==> src/rtl/fetch_stage.sv <==
// WISC instruction-fetch stage: owns the PC, talks to a variable-latency
// instruction memory and feeds decode through an IF/ID slot backed by a one-entry skid buffer.
module fetch_stage #(
    parameter logic [15:0] RESET_PC  = 16'h0000,
    parameter logic [15:0] NOP_INSTR = 16'h0800
) (
    input  logic        clk,
    input  logic        rst_n,
    input  logic        stall,
    input  logic        redirect,
    input  logic [15:0] redirect_pc,
    input  logic        halt,
    output logic        imem_req,
    output logic [15:0] imem_addr,
    input  logic [15:0] imem_rdata,
    input  logic        imem_done,
    output logic        if_valid,
    output logic [15:0] if_instr,
    output logic [15:0] if_pc,
    output logic [15:0] if_pc_next,
    output logic        halted,
    output logic        err
);
    localparam logic [1:0] FETCH  = 2'd0;
    localparam logic [1:0] HOLD   = 2'd1;
    localparam logic [1:0] DRAIN  = 2'd2;
    localparam logic [1:0] HALTED = 2'd3;

    logic [1:0]  state;
    logic [15:0] pc, target, buf_instr, buf_pc;
    logic        pending_halt;
    logic [15:0] pc_inc, redir_aligned;
    logic        consume;

    assign pc_inc        = pc + 16'd2;
    assign redir_aligned = {redirect_pc[15:1], 1'b0};
    assign consume       = if_valid && !stall;
    assign imem_req      = rst_n && (state == FETCH || state == DRAIN);
    // In DRAIN pc still holds the outstanding address; the new target waits in target
    assign imem_addr     = pc;

    always_ff @(posedge clk or negedge rst_n) begin
        if (!rst_n) begin
            state        <= FETCH;
            pc           <= RESET_PC;
            target       <= RESET_PC;
            buf_instr    <= NOP_INSTR;
            buf_pc       <= 16'h0000;
            pending_halt <= 1'b0;
            if_valid     <= 1'b0;
            if_instr     <= NOP_INSTR;
            if_pc        <= 16'h0000;
            if_pc_next   <= 16'h0000;
            halted       <= 1'b0;
            err          <= 1'b0;
        end else begin
            if (consume) begin
                if_valid <= 1'b0;
                if_instr <= NOP_INSTR;
            end
            case (state)
                FETCH: begin
                    if (redirect) begin
                        err          <= err | redirect_pc[0];
                        pending_halt <= 1'b0;
                        if_valid     <= 1'b0;
                        if_instr     <= NOP_INSTR;
                        if (imem_done) pc <= redir_aligned;
                        else begin
                            target <= redir_aligned;
                            state  <= DRAIN;
                        end
                    end else if (halt) begin
                        if (!imem_done) begin
                            pending_halt <= 1'b1;
                            target       <= pc;
                            state        <= DRAIN;
                        end else begin
                            state  <= HALTED;
                            halted <= 1'b1;
                        end
                    end else if (imem_done) begin
                        pc <= pc_inc;
                        if (!if_valid || !stall) begin
                            if_valid   <= 1'b1;
                            if_instr   <= imem_rdata;
                            if_pc      <= pc;
                            if_pc_next <= pc_inc;
                        end else begin
                            buf_instr <= imem_rdata;
                            buf_pc    <= pc;
                            state     <= HOLD;
                        end
                    end
                end
                HOLD: begin
                    if (redirect) begin
                        err          <= err | redirect_pc[0];
                        pending_halt <= 1'b0;
                        if_valid     <= 1'b0;
                        if_instr     <= NOP_INSTR;
                        pc           <= redir_aligned;
                        state        <= FETCH;
                    end else if (halt) begin
                        state  <= HALTED;
                        halted <= 1'b1;
                    end else if (!stall) begin
                        if_valid   <= 1'b1;
                        if_instr   <= buf_instr;
                        if_pc      <= buf_pc;
                        if_pc_next <= buf_pc + 16'd2;
                        state      <= FETCH;
                    end
                end
                DRAIN: begin
                    if (redirect) begin
                        err          <= err | redirect_pc[0];
                        pending_halt <= 1'b0;
                        if_valid     <= 1'b0;
                        if_instr     <= NOP_INSTR;
                        if (imem_done) begin
                            pc    <= redir_aligned;
                            state <= FETCH;
                        end else target <= redir_aligned;
                    end else begin
                        // A halt seen while draining waits for the outstanding request
                        // so the memory never sees a request withdrawn mid-flight.
                        if (halt) pending_halt <= 1'b1;
                        if (imem_done) begin
                            if (pending_halt || halt) begin
                                state  <= HALTED;
                                halted <= 1'b1;
                            end else begin
                                pc    <= target;
                                state <= FETCH;
                            end
                        end
                    end
                end
                default: ;
            endcase
        end
    end
endmodule

==> config.mk <==
export PLATFORM = sky130hd
export DESIGN_NAME = fetch_stage
export DESIGN_NICKNAME = d
export VERILOG_FILES = /design/src/rtl/fetch_stage.sv
export SDC_FILE = /design/constraint.sdc
export NUM_CORES = 1
export LEC_CHECK = 0
export ABC_AREA = 1
export CORE_MARGIN = 4
export CORE_UTILIZATION = 30
export DETAILED_ROUTE_END_ITERATION = 16
export RECOVER_POWER = 100
export SYNTH_ARGS = -nofsm -noshare
export SYNTH_HDL_FRONTEND = slang
export SYNTH_SLANG_ARGS = --single-unit
==> constraint.sdc <==
create_clock -name clk -period 2.25 [get_ports clk]
set_input_delay 0.45 -clock clk [delete_from_list [all_inputs] [get_ports clk]]
set_output_delay 0.45 -clock clk [all_outputs]
set_load 0.1 [all_outputs]
## Word-level counts from Yosys, hierarchy flattened

Cells that the tools add are included.
W data, S select, Z words.

| operators by class | value |
|---|---|
| eq/ne operators | 27 |
| $add $sub $neg | 2 |
| muxes and demuxes | 80 |
| reduce and logical (&&, ||, !) cells | 20 |
| bitwise operators | 4 |

Operators by type and width:

| cell | number |
|---|---|
| $mux W16 | 36 |
| $pmux W16 S2 | 3 |
| $pmux W16 S3 | 2 |
| $add A16 B2 Y16 const B | 2 |
| $mux W2 | 12 |
| $ne A2 B2 Y1 const B | 12 |
| $ne A3 B3 Y1 const B | 8 |
| $mux W1 | 23 |
| $ne A4 B4 Y1 const B | 3 |
| $reduce_and A6 Y1 | 2 |
| $reduce_and A5 Y1 | 2 |
| $pmux W1 S3 | 3 |
| $reduce_and A9 Y1 | 1 |
| $reduce_and A8 Y1 | 1 |
| $pmux W2 S3 | 1 |
| $ne A2 B1 Y1 const B | 2 |
| $reduce_and A4 Y1 | 1 |
| $reduce_bool A2 Y1 | 2 |
| $logic_or A1 B1 Y1 | 3 |
| $not A1 Y1 | 3 |
| $reduce_bool A3 Y1 | 1 |
| $reduce_or A3 Y1 | 1 |
| $eq A2 B1 Y1 const B | 1 |
| $eq A2 B2 Y1 const B | 1 |
| 5 further kinds | 7 |

| storage, ports and cells | value |
|---|---|
| input bits | 38 |
| word-level logic and storage cells | 145 |
| register bits | 118 |
| output and inout bits | 68 |

## Depth between registers and ports, before layout

| logic depth | value |
|---|---|
| depth after elaboration | 8 |
| gate-level depth with buffers | 12 |
| mapped depth without buffers | 12 |

## Least setup slack after synthesis

OpenSTA, ideal clock, no wires.

| timing | value |
|---|---|
| kind | flip-flop to flip-flop |
| from | register pc[1], in the netlist imem_addr[1] |
| to | register if_pc_next[15] |
| period minus slack after synthesis | 2.266 ns |
| arrival | 2.146 ns |
| slack | -0.016 ns |
| stages on the path, launching flop included | 9 |
| required time | 2.130 ns |
| path buffers | 0 |
| library setup time | 0.120 ns |
| path through | dfrtp_1 ha_1 nand3_1 nor2_1 nand3_1 nand2_1 nand3_1 nand3_1 nand2_1 |

| between the ends | value |
|---|---|
| longest elaborated chain between the ends | 6 |

RTL lines:

| item | RTL line | source |
|---|---|---|
| from (decl) | 30 | `logic [15:0] pc, target, buf_instr, buf_pc;` |
| from (signal assigned) | 68 | `if (imem_done) pc <= redir_aligned;` |
| from (signal assigned) | 83 | `pc <= pc_inc;` |
| from (signal assigned) | 102 | `pc <= redir_aligned;` |
| $add A16 B2 Y16 | 35 | `assign pc_inc = pc + 16'd2;` |
| $mux W16 | 84 | `if (!if_valid \|\| !stall) begin` |
| $mux W16 | 82 | `end else if (imem_done) begin` |
| $mux W16 | 73 | `end else if (halt) begin` |
| $mux W16 | 63 | `if (redirect) begin` |
| $pmux W16 S2 | 61 | `case (state)` |
| to (signal assigned) | 88 | `if_pc_next <= pc_inc;` |
| to (signal assigned) | 111 | `if_pc_next <= buf_pc + 16'd2;` |
| to (decl) | 20 | `output logic [15:0] if_pc_next,` |

No other way between the ends. The select of a mux whose other input is x is not followed.
A chain may end at the register's enable or synchronous reset.

## Final worst setup path

| timing | value |
|---|---|
| from | register state[0] |
| to | output imem_req |

| between the ends | value |
|---|---|
| longest elaborated chain between the ends | 3 |
| elaborated cells between the ends (all ways) | 4 |
| classes of those cells | eq/ne: 1; reduce/logical: 3 |

RTL lines:

| item | RTL line | source |
|---|---|---|
| from (decl) | 29 | `logic [1:0] state;` |
| from (signal assigned) | 44 | `state <= FETCH;` |
| from (signal assigned) | 71 | `state <= DRAIN;` |
| from (signal assigned) | 77 | `state <= DRAIN;` |
| $eq A2 B2 Y1 / $logic_not A2 Y1 (equally long branches) | 38 | `assign imem_req = rst_n && (state == FETCH \|\| state == DRAIN);` |
| $logic_or A1 B1 Y1 * | 38 |  |
| $logic_and A1 B1 Y1 * | 38 |  |
| to (decl) | 13 | `output logic imem_req,` |

Every way passes the cells marked *; elsewhere a longest branch is shown, timed or not.

==> key figures <==
Clock tree
  – Hold buffers post-CTS: 0
  – Clk pin slew, worst setup/hold paths: 0.06 ns
  – Total CTS buffers: 17
  – Post-CTS Setup Bufs: 0
  – TritonCTS clock tree: done
  – Root buffer cell: clkbuf_16
  – Worst-case clock buffer depth: 2
  – # clock sinks: 117
  – H-Tree Depth: 4
  – Worst skew pair latency: 0.42 ns

Min path
  – Hold path start: err
  – Hold depth: 1
  – Hold endpoint: err
  – Worst min path class: reg -> reg

Routing
  – WL final: 22300 um
  – Routed vias/inst: 4.81
  – Initial DRT Pass Iterations: 5
  – Initial DRC Count: 556
  – Routed Antenna Nets: 0
  – Routed length per instance: 15.0 um
  – Vias: 7127
  – Drc violations: 0

Worst setup path
  – Worst setup path startpoint: state[0]
  – Critical path arrival: 1.68 ns
  – Setup slack, reg-to-reg: 0.17 ns
  – Worst Path Required: 1.80 ns
  – Worst r2r path cells: 9
  – Crit path kind: reg -> out
  – CP max FO: 8
  – Reg-to-reg startpoint: state[0]
  – Startpoint types: flip-flop
  – Reg-to-Reg End: buf_instr[5]
  – Crit end category: primary output

Yosys
  – Synth area leader: dfrtp_1
  – Area contributors post-synth: dfrtp_1, nand2_1, o21ai_0, nor2_1, nand3_1
  – Yosys warning count: 0
  – Most common cell in the netlist: nand2_1
  – Asr flop ratio synth: 100%
  – Post-synth top area share: 39.6%
  – Main synth FF type: dfrtp_1
  – Mapped Nets: 1067
  – Avg Synthesized Cell Area: 7.10 um2
  – Number of synthesized flops with an enable pin: 0
  – Sequential area share after synthesis: 40.4%
  – Cell Area, Synth: 7260 um2
  – Seq cells post-synth: 117
  – Synth cell types: 42
  – Post-synth top cells: nand2_1, dfrtp_1, o21ai_0, nor2_1, inv_1
  – Cells after synthesis: 1023

Die
  – Die Y-Extent: 164 um
  – Die width: 164 um
  – Die area: 26700 um2
  – Core area: 23600 um2
  – I/O pins: 106
  – Starting density of the core: 30.7%
  – Cell row count: 56

Finish
  – Final nets: 1194
  – Share of cells above drive strength 1: 15.6%
  – Fill cells: 2527
  – Design area: 9100 um2
  – Antenna cells: 0
  – Synth-to-Final Area Change: 25.3%
  – Final Util: 38.5%

Timing
  – Unrepaired setup endpoints after global routing: no
  – Slew Viols, Final: 118
  – Final hold vios: 0
  – Setup violators final: 0
  – Worst slew margin: -10.2%
  – Tmin final: 2.13 ns
  – Transition time of the tightest slew-check pin: 1.65 ns
  – Tcrit/Tclk final: 94.8%
  – F_max: 469 MHz
  – Final setup skew: 0.0146 ns

Placed design
  – GPL Wtd Cong: 0.917
  – Number of port buffers: 105
  – DP Wirelength: 16300 um
  – Placement Cell Area: 8790 um2

Pwr
  – Leakage Power: 0.00435 uW
  – VDD IR max: 0.840 mV
  – PwrDens: 1560 nW/um2

Global routing
  – First-pass GRT wire length: 36500 um
  – GR Util All Layers: 17.0%
  – Vias in the first global route: 6806
  – Antenna violations before repair: 0
  – Pin count of the biggest net entering global routing: 118
  – Total grt overflow: 0

Status
  – Status: finished, violations left
  – Failing checks: capacitance limit, slew limit

Run
  – Max-Cap Viols: 1
## per-layer routing
| metal | global-route usage (%) | part of all wire [%] | up-vias |
|---|---|---|---|
| met3 | 3.15 | 4.6 | 34 |
| li1 | - | - | 3579 |
| met1 | 24.7 | 49 | 3342 |
| met5 | 0 | 0 | - |
| met4 | 4.92 | 1.7 | 0 |
| met2 | 25.8 | 45 | 172 |
## per-stage QoR
step	total power, uW	hold slack, ns	std cells	TNS [ns]	setup WS (ns)
3_3_place_gp	11900	0.463	1450	0	0.00188
5_1_grt	15100	0.491	1482	0	0.0354
2_1_floorplan	9630	0.154	1023	0	0.101
3_5_place_dp	11900	0.450	1450	-0.382	-0.0707
4_1_cts	14600	0.190	1482	0	0.0192
6_report	14200	0.466	1482	0	0.116
## layout make-up
| type | instances | area, um2 | share of cell area (%) |
|---|---|---|---|
| sequential | 117 | 2930 | 32.2 |
| clock buffer | 17 | 425 | 4.68 |
| multi-input combinational | 763 | 3680 | 40.4 |
| clock inverter | 15 | 141 | 1.55 |
| tap | 319 | 399 | 4.39 |
| timing repair buffer | 162 | 1190 | 13.0 |
| inverter | 89 | 334 | 3.67 |
## how the worst max path moves through the flow
stage	endpoint	cells after the start
finish	imem_req	5
global route	if_pc_next[5]	11
CTS	imem_req	5
detailed placement	imem_addr[11]	8
global placement	imem_addr[9]	8
floorplan	if_pc_next[15]	8
## critical path, cell delays in order (launching register included)
cell and delay, ns:
dfrtp_1 0.41, inv_1 0.10, ha_2 0.23, buf_4 0.20, o21a_4 0.16, buf_12 0.17
## registers in the layout (all words and copies together) (netlist names)
signal / flops
buf_instr: 16
buf_pc: 16
err: 1
halted: 1
if_instr: 16
if_pc: 16
if_pc_next: 15
if_valid: 1
imem_addr: 16
pending_halt: 1
state: 2
target: 16
## cell usage in the layout (no fill, tap or decap), types with 2 or more instances in the layout
cell type	instances
clkbuf_4	5
mux2_4	2
xor2_1	7
dfrtp_1	113
mux2_1	10
o21ai_0	111
nor2_2	4
o211ai_1	19
dfrtp_2	2
o21bai_1	4
o21a_1	22
buf_12	6
clkinvlp_4	3
o22ai_1	5
inv_6	7
inv_2	5
ha_1	5
clkinv_2	2
o31ai_1	2
a21oi_1	32
clkbuf_16	17
nor2_4	3
nand3_1	71
nand2_1	327
nor3_1	5
clkbuf_1	7
nand2_2	6
nor2_1	103
o22a_1	2
nand4_1	10
clkinv_4	2
dfstp_2	2
a31oi_1	2
inv_1	84
clkbuf_2	69
clkdlybuf4s50_1	35
buf_4	38
## cells by family after synthesis
logic type / synth area share (%)
compound gates: 16.5
xor+xnor: 0.965
fa+ha+maj: 1.03
buf+inv: 8.64
flops: 40.4
mux: 2.67
simple gates: 29.9
## power by group
group	switching [uW]	total [uW]	internal (uW)
Sequential	715	3540	2830
Combinational	6070	7980	1910
Clock	1100	2640	1540
## what timing repair did
action | 4_1_cts | 5_1_grt
setup endpoints to repair | 1 | 2
resized for setup | 1 | 2
pin swaps | 0 | 1
cloned | 0 | 0
(Power assumes the default switching activity.)
